<file path="config.mk">
export PLATFORM = sky130hd
export DESIGN_NAME = cpu_mem_arbiter
export DESIGN_NICKNAME = d
export VERILOG_FILES = /design/src/rtl/cpu_mem_arbiter_pkg.sv /design/src/rtl/cpu_mem_arbiter_fifo.sv /design/src/rtl/cpu_mem_arbiter.sv
export SDC_FILE = /design/constraint.sdc
export NUM_CORES = 1
export LEC_CHECK = 0
export BUFFER_PORTS_ARGS = -buffer_cell sky130_fd_sc_hd__buf_2
export CAP_MARGIN = 20
export CORE_AREA = 3 3 111 113
export DETAILED_ROUTE_END_ITERATION = 8
export DIE_AREA = 0 0 114 116
export PLACE_DENSITY = 0.6
export RECOVER_POWER = 25
export SYNTH_ARGS = -nofsm -noshare
export SYNTH_HDL_FRONTEND = slang
export SYNTH_SLANG_ARGS = --single-unit
export TNS_END_PERCENT = 1
</file>
<file path="constraint.sdc">
create_clock -name clk -period 2.64 [get_ports clk]
set_input_delay 0.528 -clock clk [delete_from_list [all_inputs] [get_ports clk]]
set_output_delay 0.528 -clock clk [all_outputs]
set_load 0.05 [all_outputs]
</file>
<file path="src/rtl/cpu_mem_arbiter_pkg.sv">
// Shared definitions for the CPU instruction/data memory arbiter.
package cpu_mem_arbiter_pkg;

    // Parameter defaults
    localparam int MAX_OUTSTANDING_DEF = 2;
    localparam int STARVE_LIMIT_DEF    = 4;

    // Source id stored in the response-order FIFO
    localparam logic SRC_INST = 1'b0;
    localparam logic SRC_DATA = 1'b1;

    // Arbiter FSM: LOCK_x holds the memory port for source x until its
    // address handshake completes or its request is withdrawn.
    typedef enum logic [1:0] {
        IDLE   = 2'd0,
        LOCK_I = 2'd1,
        LOCK_D = 2'd2
    } arb_state_t;

endpackage

</file>
<file path="src/rtl/cpu_mem_arbiter_fifo.sv">
// Response-order FIFO: remembers which source owns each accepted request so
// in-order memory responses can be routed back to the right port.
module resp_order_fifo #(
    parameter int DEPTH = 2
) (
    input  logic                         clk,
    input  logic                         resetn,
    input  logic                         push,
    input  logic                         push_id,
    input  logic                         pop,
    output logic                         head_id,
    output logic                         full,
    output logic                         empty,
    output logic [$clog2(DEPTH+1)-1:0]   count
);

    localparam int PW = (DEPTH > 1) ? $clog2(DEPTH) : 1;
    localparam int CW = $clog2(DEPTH + 1);

    logic [DEPTH-1:0] ids;
    logic [PW-1:0]    wr_ptr, rd_ptr;
    logic             push_ok, pop_ok;

    // A pop in the same cycle frees the head slot, so a full FIFO can still
    // take a push when it is also being popped.
    assign pop_ok  = pop & ~empty;
    assign push_ok = push & (~full | pop_ok);
    assign full    = (count == CW'(DEPTH));
    assign empty   = (count == '0);
    assign head_id = ids[rd_ptr];

    // Pointer and occupancy tracking, wrapping modulo DEPTH
    always_ff @(posedge clk) begin
        if (!resetn) begin
            wr_ptr <= '0;
            rd_ptr <= '0;
            count  <= '0;
        end else begin
            if (push_ok)
                wr_ptr <= (wr_ptr == PW'(DEPTH - 1)) ? '0 : wr_ptr + PW'(1);
            if (pop_ok)
                rd_ptr <= (rd_ptr == PW'(DEPTH - 1)) ? '0 : rd_ptr + PW'(1);
            case ({push_ok, pop_ok})
                2'b10:   count <= count + CW'(1);
                2'b01:   count <= count - CW'(1);
                default: count <= count;
            endcase
        end
    end

    // Id storage; contents are don't-care while the slot is empty
    always_ff @(posedge clk) begin
        if (push_ok)
            ids[wr_ptr] <= push_id;
    end

endmodule

</file>
<file path="src/rtl/cpu_mem_arbiter.sv">
// Arbitrates an instruction port and a data port onto a single memory port.
// Data has priority unless the instruction side has been starved.
module cpu_mem_arbiter
    import cpu_mem_arbiter_pkg::*;
#(
    parameter int MAX_OUTSTANDING = MAX_OUTSTANDING_DEF,
    parameter int STARVE_LIMIT    = STARVE_LIMIT_DEF
) (
    input  logic        clk,
    input  logic        resetn,
    // instruction side
    input  logic        inst_req,
    input  logic [31:0] inst_addr,
    input  logic [1:0]  inst_size,
    output logic        inst_addr_ok,
    output logic        inst_data_ok,
    output logic [31:0] inst_rdata,
    // data side
    input  logic        data_req,
    input  logic        data_wr,
    input  logic [1:0]  data_size,
    input  logic [3:0]  data_wstrb,
    input  logic [31:0] data_addr,
    input  logic [31:0] data_wdata,
    output logic        data_addr_ok,
    output logic        data_data_ok,
    output logic [31:0] data_rdata,
    // memory side
    output logic        mem_req,
    output logic        mem_wr,
    output logic [1:0]  mem_size,
    output logic [3:0]  mem_wstrb,
    output logic [31:0] mem_addr,
    output logic [31:0] mem_wdata,
    input  logic        mem_addr_ok,
    input  logic        mem_data_ok,
    input  logic [31:0] mem_rdata,
    // status
    output logic [1:0]  outstanding,
    output logic        resp_err
);

    localparam int CW = $clog2(MAX_OUTSTANDING + 1);

    arb_state_t      state, next_state;
    logic [2:0]      starve_cnt;
    logic            starve_force;
    logic            hs, pop, grant_ok;
    logic            fifo_full, fifo_empty, head_id;
    logic [CW-1:0]   fifo_count;

    assign starve_force = (starve_cnt == 3'(STARVE_LIMIT)) & inst_req;
    assign hs           = mem_req & mem_addr_ok;
    assign pop          = mem_data_ok & ~fifo_empty & resetn;
    assign grant_ok     = ~fifo_full | pop;

    assign inst_addr_ok = hs & (state == LOCK_I);
    assign data_addr_ok = hs & (state == LOCK_D);
    assign inst_data_ok = pop & (head_id == SRC_INST);
    assign data_data_ok = pop & (head_id == SRC_DATA);
    assign inst_rdata   = mem_rdata;
    assign data_rdata   = mem_rdata;
    assign outstanding  = 2'(fifo_count);

    // State register
    always_ff @(posedge clk) begin
        if (!resetn) state <= IDLE;
        else         state <= next_state;
    end

    // Next-state and memory-port mux; a lock ends on handshake or withdrawn req
    always_comb begin
        next_state = state;
        mem_req    = 1'b0;
        mem_wr     = 1'b0;
        mem_size   = 2'b00;
        mem_wstrb  = 4'b0000;
        mem_addr   = '0;
        mem_wdata  = '0;
        case (state)
            IDLE: begin
                if (grant_ok) begin
                    if (data_req && !starve_force) next_state = LOCK_D;
                    else if (inst_req)             next_state = LOCK_I;
                end
            end
            LOCK_I: begin
                mem_req  = inst_req & resetn;
                mem_size = inst_size;
                mem_addr = inst_addr;
                if (!inst_req || mem_addr_ok) next_state = IDLE;
            end
            LOCK_D: begin
                mem_req   = data_req & resetn;
                mem_wr    = data_wr;
                mem_size  = data_size;
                mem_wstrb = data_wstrb;
                mem_addr  = data_addr;
                mem_wdata = data_wdata;
                if (!data_req || mem_addr_ok) next_state = IDLE;
            end
            default: next_state = IDLE;
        endcase
    end

    // Starvation counter: counts data grants taken while inst is waiting
    always_ff @(posedge clk) begin
        if (!resetn || !inst_req || inst_addr_ok)
            starve_cnt <= '0;
        else if (data_addr_ok && starve_cnt < 3'(STARVE_LIMIT))
            starve_cnt <= starve_cnt + 3'd1;
    end

    // Sticky flag for a memory response with nothing outstanding
    always_ff @(posedge clk) begin
        if (!resetn)                        resp_err <= 1'b0;
        else if (mem_data_ok && fifo_empty) resp_err <= 1'b1;
    end

    resp_order_fifo #(.DEPTH(MAX_OUTSTANDING)) u_order (
        .clk     (clk),
        .resetn  (resetn),
        .push    (hs),
        .push_id ((state == LOCK_D) ? SRC_DATA : SRC_INST),
        .pop     (pop),
        .head_id (head_id),
        .full    (fifo_full),
        .empty   (fifo_empty),
        .count   (fifo_count)
    );

endmodule

</file>
==> metrics.txt <==
Final Power=1.11 mW; most common cell after layout, fill and taps aside=buf_2; largest family of logic cells by synthesized area=simple AND/OR/NAND/NOR gates; Final Cycle Share=between 90% and 100%; synthesis-to-finish area growth=37.6%; CP arrival=1.94 ns; R2R Path Start=state[0]; Leak=1.38 nW; post-synthesis cell type count=30; row count=39; maximum VDD drop=198 uV; critical path type=reg -> out; clk_lat worst skew=0.24 ns; #FFs+latches synth=12; sequential area share after synthesis=13.4%; area of the multi-input gates=~0.0011 mm2; via/cell ratio=~4.3; Seq. cell area=260 um2; clock sink total=12; CP required=roughly 2.1 ns; DP Wirelength=6.67 mm; FMAX=0.406 GHz; CTS Root Cell=clkbuf_16; DRC viols=0; # hold bufs at CTS=0; # setup viols final=0; CTS buffer count=3; clock skew=0.000758 ns; Crit. Startpoint=state[0]; routability congestion estimate=0.813; H-tree levels=1; RSZ-0062 raised after global routing=no; Worst setup EP type=output pin; full die area=0.0132 mm2; core area=0.0114 mm2; NumNets Final=about 530; Startpoint Class=register; vias in the first global route=2,032; post-CTS resize count=0; Post-Synth XOR/XNOR Area=1.80%; initial antenna violation count=1; total gr overflow=0; syn_nets=414; status=complete, no violations; Tot GR Track Use=around 10%; worst-margin pin slew=0.599 ns; PortBufs=189; Mapped Area=0.00195 mm2; Antenna Nets Post-Route=0; reg2reg setup slack=between 0.2 and 0.25 ns; commonest non-fill, non-tap cells in the layout=buf_2, and2_1, nor2b_1; R2R cell count=9; Adder-Cell Fraction of Synth Area=4.50%; TNS Setup=0 ns; Final Slew Violations=0; first-pass GRT wire length=around 10 mm; share of layout cells above drive strength 1=about 53%; Cells after Synth=264; I/O pin count=286; CTS tree=built; Hold Crit Class=reg -> reg; Simple-Gate Fraction of Synth Area=between 30% and 40%; Max Root-Sink Buffers=2; DR WL/cell=14.5 um; Worst-path clk slew=0.04 ns; complex-gate fraction of the synthesized area=18.3%; slew margin rel.=60.1%; syn_area_per_cell=7.38 um2; drt initial violations=101; vias after detailed routing=2,234; max-cap viol count=0; FF-to-FF End=u_order.count[1]; Die H=116 um; crit path time final=2.46 ns; largest net degree at the start of global routing=36; number of fill cells in the layout=1,260; mux share of post-synthesis cell area=around 1.5%; WL final=approximately 7.6 mm; Crit Path Max Fanout=19; Critical Path End=mem_wdata[2]; Pwr per Cell Area=414 mW/mm2; 1st-pass router iterations=4; Initial Util=17.1%; Die Width=114 um; Final Hold Fails=0; Post-CTS Setup Bufs=0; diode count=0; Syn. warnings=0
critical path, stage by stage (launching register included):
cell and delay, ns:
dfxtp_1 0.32, inv_1 0.10, ha_1 0.55, buf_4 0.29, and2_1 0.16, buf_2 0.26
metal layers:
layer / track usage (%) / vias to the layer above / share of wire (%)
met3: 2.51 / 32 / 10
met1: 9.92 / 1000 / 32
met4: 3.40 / 0 / 2.7
li1: - / 1055 / -
met5: 0 / - / 0
met2: 20.7 / 147 / 55
Yosys cell counts:
| cell type | instances | share of area [%] |
|---|---|---|
| nand4_1 | 1 | 0.32 |
| nand2_1 | 5 | 0.96 |
| mux2i_1 | 3 | 1.5 |
| a21oi_1 | 6 | 1.5 |
| dfxtp_1 | 10 | 10 |
| a21boi_0 | 1 | 0.39 |
| clkbuf_1 | 12 | 2.3 |
| ha_1 | 7 | 4.5 |
| buf_1 | 3 | 0.58 |
| nand3_1 | 1 | 0.26 |
| edfxtp_1 | 2 | 3.1 |
| inv_1 | 7 | 1.3 |
| nor2b_1 | 36 | 12 |
| and3_1 | 1 | 0.32 |
| or3_1 | 1 | 0.32 |
| nor3b_1 | 1 | 0.39 |
| o211ai_1 | 2 | 0.77 |
| o21ai_0 | 3 | 0.77 |
| a22oi_1 | 35 | 13 |
| nor2_1 | 7 | 1.3 |
| nor3_2 | 2 | 1.0 |
| o32a_1 | 1 | 0.51 |
| and2_1 | 41 | 13 |
| o21bai_1 | 1 | 0.39 |
| or3b_1 | 1 | 0.45 |
| xnor2_1 | 4 | 1.8 |
| buf_4 | 65 | 25 |
| o32ai_1 | 1 | 0.45 |
| nand2b_1 | 1 | 0.32 |
| nor3_1 | 3 | 0.77 |
area by class of cell:
class | instances | area share, %
inverters | 7 | 0.980
repair buffers | 194 | 37.8
clock buffers | 4 | 2.94
well taps | 143 | 6.67
flip-flops and latches | 12 | 9.71
multi-input cells | 165 | 41.9
metrics by stage:
stage               instance area, um2  util [%]  setup slack, ns  hold WS, ns  cells
floorplan                         1950         -            0.133        0.452    264
global placement                  2600      22.7            0.318        0.473    521
detailed placement                2600      22.7            0.185        0.474    521
CTS                               2680      23.4            0.170        0.483    525
global route                      2680      23.5           0.0217        0.527    525
finish                            2680      23.5            0.175        0.483    525
flip-flops by register name, indices dropped and copies added (netlist names):
register / flops
resp_err: 1
state: 2
starve_cnt: 3
u_order.wr_ptr: 1
u_order.count: 2
u_order.rd_ptr: 1
u_order.ids: 2
worst min path at each step:
stage / startpoint / cells past startpoint / to / slack [ns]
floorplan: u_order.wr_ptr / 2 / u_order.wr_ptr / 0.45
global placement: u_order.wr_ptr / 2 / u_order.wr_ptr / 0.47
detailed placement: u_order.wr_ptr / 2 / u_order.wr_ptr / 0.47
CTS: u_order.wr_ptr / 2 / u_order.wr_ptr / 0.48
global route: u_order.wr_ptr / 2 / u_order.wr_ptr / 0.53
finish: u_order.wr_ptr / 2 / u_order.wr_ptr / 0.48
report_power, final:
part           total [mW]  internal [mW]  switching, mW
logic               0.632          0.211          0.422
clock network       0.276          0.203         0.0736
registers           0.203          0.195        0.00765
logic make-up after synthesis:
logic type      Yosys count
simple gates            101
xor+xnor                  4
buf+inv                  87
fa+ha+maj                 7
mux                       3
flops                    12
compound gates           50
No activity file was read; power rests on OpenSTA's default activity.
